## config.mk

```make
export PLATFORM = sky130hd
export DESIGN_NAME = pc_fetch_unit
export DESIGN_NICKNAME = d
export VERILOG_FILES = /design/src/rtl/pc_fetch_unit_pkg.sv /design/src/rtl/pc_target_sel.sv /design/src/rtl/pc_fetch_unit.sv
export SDC_FILE = /design/constraint.sdc
export NUM_CORES = 1
export LEC_CHECK = 0
export ABC_AREA = 1
export CORE_MARGIN = 5
export CORE_UTILIZATION = 38
export DETAILED_ROUTE_END_ITERATION = 10
export HOLD_SLACK_MARGIN = 0.03
export PLACE_DENSITY = 0.69
export SYNTH_ARGS = -nofsm -noshare
export SYNTH_HDL_FRONTEND = slang
export SYNTH_SLANG_ARGS = --single-unit
```

## constraint.sdc

```tcl
create_clock -name clk_i -period 8.7 [get_ports clk_i]
set_input_delay 0.87 -clock clk_i [delete_from_list [all_inputs] [get_ports clk_i]]
set_output_delay 0.87 -clock clk_i [all_outputs]
set_load 0.05 [all_outputs]
```

## src/rtl/pc_fetch_unit_pkg.sv

```systemverilog
// Shared CPU package: fetch FSM encoding and the default reset PC.
package pc_fetch_unit_pkg;

    localparam logic [31:0] RESET_PC_DEF = 32'h0000_0000;

    typedef enum logic [1:0] {
        BOOT,
        RUN,
        HOLD,
        HOLD_PEND
    } fetch_state_t;

endpackage

```

## src/rtl/pc_target_sel.sv

```systemverilog
// Next-PC target formation and redirect priority select.
module pc_target_sel (
    input  logic [31:0] pc_plus4,
    input  logic        branch,
    input  logic [31:0] branch_off,
    input  logic        jump,
    input  logic [27:0] jump_addr,
    input  logic        jr,
    input  logic [31:0] jr_addr,
    output logic [31:0] target,
    output logic        take
);

    // jr targets are word-aligned, so the low bits are ignored
    logic unused_jr_lsb;
    assign unused_jr_lsb = ^jr_addr[1:0];

    assign take = jr | jump | branch;

    always_comb begin
        target = pc_plus4;
        if (jr) begin
            target = {jr_addr[31:2], 2'b00};
        end else if (jump) begin
            target = {pc_plus4[31:28], jump_addr};
        end else if (branch) begin
            target = pc_plus4 + branch_off;
        end
    end

endmodule

```

## src/rtl/pc_fetch_unit.sv

```systemverilog
// Fetch PC register with stall handling and a pending-redirect buffer.
module pc_fetch_unit
    import pc_fetch_unit_pkg::*;
#(
    parameter logic [31:0] RESET_PC = RESET_PC_DEF
) (
    input  logic        clk_i,
    input  logic        rst_i,
    input  logic        stall_i,
    input  logic        branch_i,
    input  logic [31:0] branch_off_i,
    input  logic        jump_i,
    input  logic [27:0] jump_addr_i,
    input  logic        jr_i,
    input  logic [31:0] jr_addr_i,
    output logic [31:0] pc_o,
    output logic [31:0] pc_plus4_o,
    output logic        valid_o,
    output logic        redirect_o
);

    fetch_state_t state_q;
    fetch_state_t state_d;
    logic [31:0]  pc_q;
    logic [31:0]  pc_d;
    logic [31:0]  pend_q;
    logic [31:0]  pend_d;
    logic         redir_q;
    logic         redir_d;
    logic [31:0]  target;
    logic         take;

    assign pc_o       = pc_q;
    assign pc_plus4_o = pc_q + 32'd4;
    assign valid_o    = (state_q != BOOT);
    assign redirect_o = redir_q;

    pc_target_sel u_sel (
        .pc_plus4   (pc_plus4_o),
        .branch     (branch_i),
        .branch_off (branch_off_i),
        .jump       (jump_i),
        .jump_addr  (jump_addr_i),
        .jr         (jr_i),
        .jr_addr    (jr_addr_i),
        .target     (target),
        .take       (take)
    );

    always_ff @(posedge clk_i or negedge rst_i) begin
        if (!rst_i) begin
            state_q <= BOOT;
            pc_q    <= RESET_PC;
            pend_q  <= '0;
            redir_q <= 1'b0;
        end else begin
            state_q <= state_d;
            pc_q    <= pc_d;
            pend_q  <= pend_d;
            redir_q <= redir_d;
        end
    end

    always_comb begin
        state_d = state_q;
        pc_d    = pc_q;
        pend_d  = pend_q;
        redir_d = 1'b0;
        unique case (state_q)
            BOOT: begin
                state_d = RUN;
            end
            RUN, HOLD: begin
                if (stall_i) begin
                    if (take) begin
                        pend_d  = target;
                        state_d = HOLD_PEND;
                    end else begin
                        state_d = HOLD;
                    end
                end else begin
                    pc_d    = target;
                    redir_d = take;
                    state_d = RUN;
                end
            end
            HOLD_PEND: begin
                if (stall_i) begin
                    // newest redirect replaces the buffered one
                    if (take) begin
                        pend_d = target;
                    end
                end else begin
                    pc_d    = take ? target : pend_q;
                    redir_d = 1'b1;
                    pend_d  = '0;
                    state_d = RUN;
                end
            end
        endcase
    end

endmodule

```

# Yosys cells after proc, flatten, opt, wreduce, memory -nomap -nowiden
# Cells that the tools add are included.
# totals
reg_bits	67
out_inout_bits	66
elab_cells	37
# op_classes
add_sub_neg	2
eq_ne	6
muxes	17
bitwise_logic	2
n_reduce_logical	6
# ops
cell	count
2-to-1 mux 32 bit	8
case mux 32 bit (2 select lines)	2
adder 32 x 3 -> 32 bit (second input constant)	1
adder 32 bit	1
inequality test 2 bit (second input constant)	3
case mux 2 bit (3 select lines)	1
equality test 2 bit (second input constant)	2
2-to-1 mux 2 bit	2
nonzero test 2 bit	2
2-to-1 mux 1 bit	3
AND reduction 3 bit	1
equality test 2 x 1 -> 1 bit (second input constant)	1
zero test 2 bit	1
bitwise OR 1 bit	2
case mux 1 bit (2 select lines)	1
AND reduction 2 bit	1
OR reduction 2 bit	1

# Depth between registers and ports, before layout
# depth
word_depth	8
mapped_depth	27
mapped_depth_nobuf	27

# Cells and area by module
# Synthesis repeated with hierarchy kept, for this count alone.
# unflattened
hier_cells	1103
hier_area_um2	6787.8
# modules_own_cells
mod	n_inst	cells_each	area_per_inst_um2	seq_area_each_um2
pc_fetch_unit	1	569	3983.8	1676.6
pc_target_sel	1	534	2803.9	0.0

# Least setup slack after synthesis
# No wires, ideal clock.
# synth_path
path_kind	flip-flop to flip-flop
from	register pc_q[2] (netlist: pc_o[2])
to	register pc_q[27] (netlist: pc_o[27])
setup_time_ps	118
arrival_ps	3876
required_ps	8582
path_slack_ps	4705
stages_incl_launch_ff	22
n_path_buf	0
period_less_slack_ps	3995
path_cell_list	dfrtp_1 -> ha_1 -> nand3_2 -> nor3_4 -> inv_2 -> nor2_1 -> xor2_1 -> ha_1 -> a21oi_1 -> nand2_1 -> a21oi_1 -> nor2_1 -> nor2_1 -> nand2_1 -> nand2_1 -> nand3_1 -> nand2_1 -> nand3_1 -> nand2_1 -> nand2_1 -> nand2_1 -> nand2_1
# synth_via
elab_chain_len	8
elab_cells_between_ends	9
classes_between	2 x add/sub; 7 x mux
# synth_lines
element	line_no	rtl
start: declaration	pc_fetch_unit.sv:24	logic [31:0] pc_q;
start signal: assignment	pc_fetch_unit.sv:58	pc_q <= pc_d;
adder 32 x 3 -> 32 bit *	pc_fetch_unit.sv:34	assign pc_plus4_o = pc_q + 32'd4;
net pc_plus4_o[18]	pc_fetch_unit.sv:17	output logic [31:0] pc_plus4_o,
adder 32 bit *	pc_target_sel.sv:27	target = pc_plus4 + branch_off;
2-to-1 mux 32 bit *	pc_target_sel.sv:26	end else if (branch) begin
2-to-1 mux 32 bit *	pc_target_sel.sv:24	end else if (jump) begin
2-to-1 mux 32 bit *	pc_target_sel.sv:22	if (jr) begin
2-to-1 mux 32 bit	--	
2-to-1 mux 32 bit	pc_fetch_unit.sv:88	if (stall_i) begin
case mux 32 bit (2 select lines) *	pc_fetch_unit.sv:69	unique case (state_q)
# The timed path passes the listed nets; every way through them passes the cells marked *. The select of a mux whose other input is x is not followed.
# A chain may end at the register's enable or synchronous reset.

# Final worst setup path
# layout_path
from	register pc_q[3] (netlist: pc_o[3])
to	output port pc_plus4_o[18]
# layout_via
elab_chain_len	1
# layout_lines
element	line_no
adder 32 x 3 -> 32 bit	pc_fetch_unit.sv:34
end: declaration	pc_fetch_unit.sv:17
# Every way passes these cells.

==> results by group <==
CTS
  – Clock Pin Slew Worst Setup and Hold Paths: 0.05 ns
  – Clk sinks: 67
  – Post-CTS Setup Bufs: 0
  – Clk buf depth: 2
  – Worst skew pair latency: 0.34 ns
  – Hold buffer count at cts: 0
  – Total CTS buffers: 9
  – Cts repair resizes: 0
  – CTS tree: done
  – # H-tree levels: 3
  – CTS Root Cell: clkbuf_16

Global route
  – Met1 Use GR: 31.6%
  – GR Overflow Total: 0
  – Met3 usage: 2.77%
  – GRT Overall Usage: 24.2%
  – Gr busiest metal: met2
  – Initial antenna violation count: 0
  – Vias in the first global route: 8,139
  – First-pass GRT wire length: 42,400 um
  – Met2 usage in global routing: 41.5%
  – Pin count of the biggest net entering global routing: 68

STA
  – Fin crit period: 3.85 ns
  – Slew @ Worst Pin: 1.10 ns
  – Setup Skew: 0.0102 ns
  – Final Hold Vio Count: 0
  – Final setup vio count: 0
  – Period utilization: 44.2%
  – Unrepaired setup endpoints after global routing: no
  – Fin. max-slew vios: 0
  – Max Clk Rate: 0.260 GHz
  – PnR worst setup slack: 4.85 ns
  – Relative slew slack: 26.8%
  – Setup TNS: 0 ns

Final layout
  – Finished Layout Cells: 1,675
  – Area Overhead vs Synth: 28.7%
  – Most frequent cells in the layout: nand2_1 (507), clkdlybuf4s50_1 (160), inv_1 (159), nand3_1 (106), nor2_1 (84)
  – N_diodes: 0
  – Most common cell after layout, fill and taps aside: nand2_1
  – Nets: 1,546
  – Share of cells above drive strength 1: 4.89%

Setup path
  – Worst Path Arrival: 2.98 ns
  – CP endpoint kind: output port
  – Critical Path Start Type: flop
  – CP max stage cell: clkdlybuf4s50_1
  – CP cell instances: ha_1 -> nand3_2 -> nor3_4 -> inv_2 -> nor2_1 -> xor2_1 -> clkdlybuf4s50_1
  – Worst Reg-to-Reg Cells: 21
  – Crit path largest cell delay: 0.89 ns
  – Setup CP Type: reg -> out
  – R2r startpoint: pc_o[3]
  – R2r setup slk: 4.92 ns
  – CP max FO: 6
  – Capture point of the worst reg-to-reg path: pc_o[27]
  – Worst path required time: 7.83 ns

Worst hold path
  – Hold path depth: 2
  – Hold_sp: pend_q[5]
  – Worst Hold Path EP: pend_q[5]
  – Hold Path Class: reg -> reg

Placement
  – Place WS: 4.61 ns
  – HPWL Detailed: 21,800 um
  – Dpl cells: 1,661
  – Buffers on Ports: 161
  – Gpl congestion: 0.985

Synth
  – Yosys top cell by area: nand2_1
  – Post-synth EDFFs: 0
  – Top area cells in the synthesized netlist: nand2_1 (26%), dfrtp_1 (23%), inv_1 (8.1%)
  – Synth warn: 0
  – Seq/Total Area, Yosys: 22.8%
  – Cell Area, Synth: 0.00737 mm^2
  – Gate Count Post-Synth: 1,264
  – Syn avg cell area: 5.83 um^2
  – Yosys cell types: 45
  – Synth Register Bits: 67
  – Most used flip-flop cell after synthesis: dfrtp_1
  – Asr flop ratio synth: 100%
  – Synth top area share: 25.8%
  – Syn_nets: 1,403

Outcome
  – Status: completed

Die
  – Chip Width: 149 um
  – IO Pins: 164
  – Row Count: 51
  – Die area: 0.0223 mm^2
  – Core Region: 0.0193 mm^2
  – Die Y: 149 um
  – Initial core utilization: 38.2%

Routing
  – Post-route DRC: 0
  – WL final: 27,500 um
  – Via-per-instance ratio: 5.11
  – Routed length per instance: 16.4 um
  – DR pass1 iterations: 6
  – Routed vias: 8,552
  – ANT nets after route: 0
  – DRT iter0 DRCs: 748

Pwr
  – Leakage: 4.91 nW
  – Power Density: 303 mW/mm^2
  – Max VDD drop: 126 uV

Job
  – Max Cap Viol: 0
logic make-up (layout without fill, tap and decap cells):
group	Yosys count	in the layout	synth area share [%]
AO/OA/AOI/OAI	161	161	12.6
flip-flops	67	67	22.8
AND/OR/NAND/NOR	777	777	45.0
buffers and inverters	199	345	10.4
adder cells (fa/ha/maj)	41	41	7.06
XOR/XNOR	19	19	2.26
power by group:
part	total (mW)	switching [mW]	internal, mW
registers	0.566	0.148	0.419
clock network	0.334	0.130	0.205
logic	1.98	1.34	0.633
layout make-up:
| type | count | area (um^2) |
|---|---|---|
| fillers | 2025 | 9790 |
| multi-input cells | 998 | 4930 |
| flip-flops and latches | 67 | 1680 |
| repair buffers | 169 | 1670 |
| inverters | 162 | 608 |
| well taps | 265 | 332 |
| clock buffers | 12 | 256 |
| clock inverters | 2 | 12.5 |
per-stage QoR:
step           hold WS [ns]  power (mW)  area [um^2]  utilization [%]
5_1_grt               0.500        3.09         9480             49.2
6_report              0.475        2.88         9480             49.2
3_5_place_dp          0.465        2.52         9210             47.8
2_1_floorplan         0.448        1.89         7370                -
4_1_cts               0.479        2.87         9480             49.2
3_3_place_gp          0.459        2.51         9210             47.8
how the worst max path moves through the flow:
stage / from / endpoint / cells after the start
2_1_floorplan: pc_o[2] / pc_o[27] / 21
3_3_place_gp: jump_i / pc_o[5] / 12
3_5_place_dp: jump_i / pc_o[5] / 12
4_1_cts: pc_o[3] / pc_plus4_o[18] / 7
5_1_grt: pc_o[3] / pc_o[27] / 21
6_report: pc_o[3] / pc_plus4_o[18] / 7
sequential cells by signal, indices dropped and copies added, names as in the netlist:
| signal | flops |
|---|---|
| pc_o | 32 |
| pend_q | 32 |
| redirect_o | 1 |
| state_q | 2 |
worst max-delay path: cells and delay by family, from the launching register on:
family	cells	cell delay (ns)
fa+ha+maj	1	0.29
xor+xnor	1	0.38
buf+inv	2	0.93
flops	1	0.50
simple gates	3	0.54
routing by layer:
metal  routed length, um  vias up  part of all wire, %
met1               11800     3870                   43
met5                   0        -                    0
li1                    -     4319                    -
met4                 837        0                  3.0
met3                1850       50                  6.7
met2               12900      313                   47
synthesized netlist by cell type, types with 4 or more instances:
cell,count
a21oi_1,60
buf_2,7
nand2_1,507
a31oi_1,4
o211ai_1,8
inv_1,159
nor3_1,14
nand3b_1,8
ha_1,40
nor2_1,84
xor2_1,12
nand4_1,9
or2_2,16
o21ai_1,13
nor2_2,8
dfrtp_1,67
o21bai_1,10
nand3_1,106
clkbuf_1,27
o21ai_0,42
xnor2_1,7
o22ai_1,9
nand2_2,5
(Power assumes the default switching activity.)
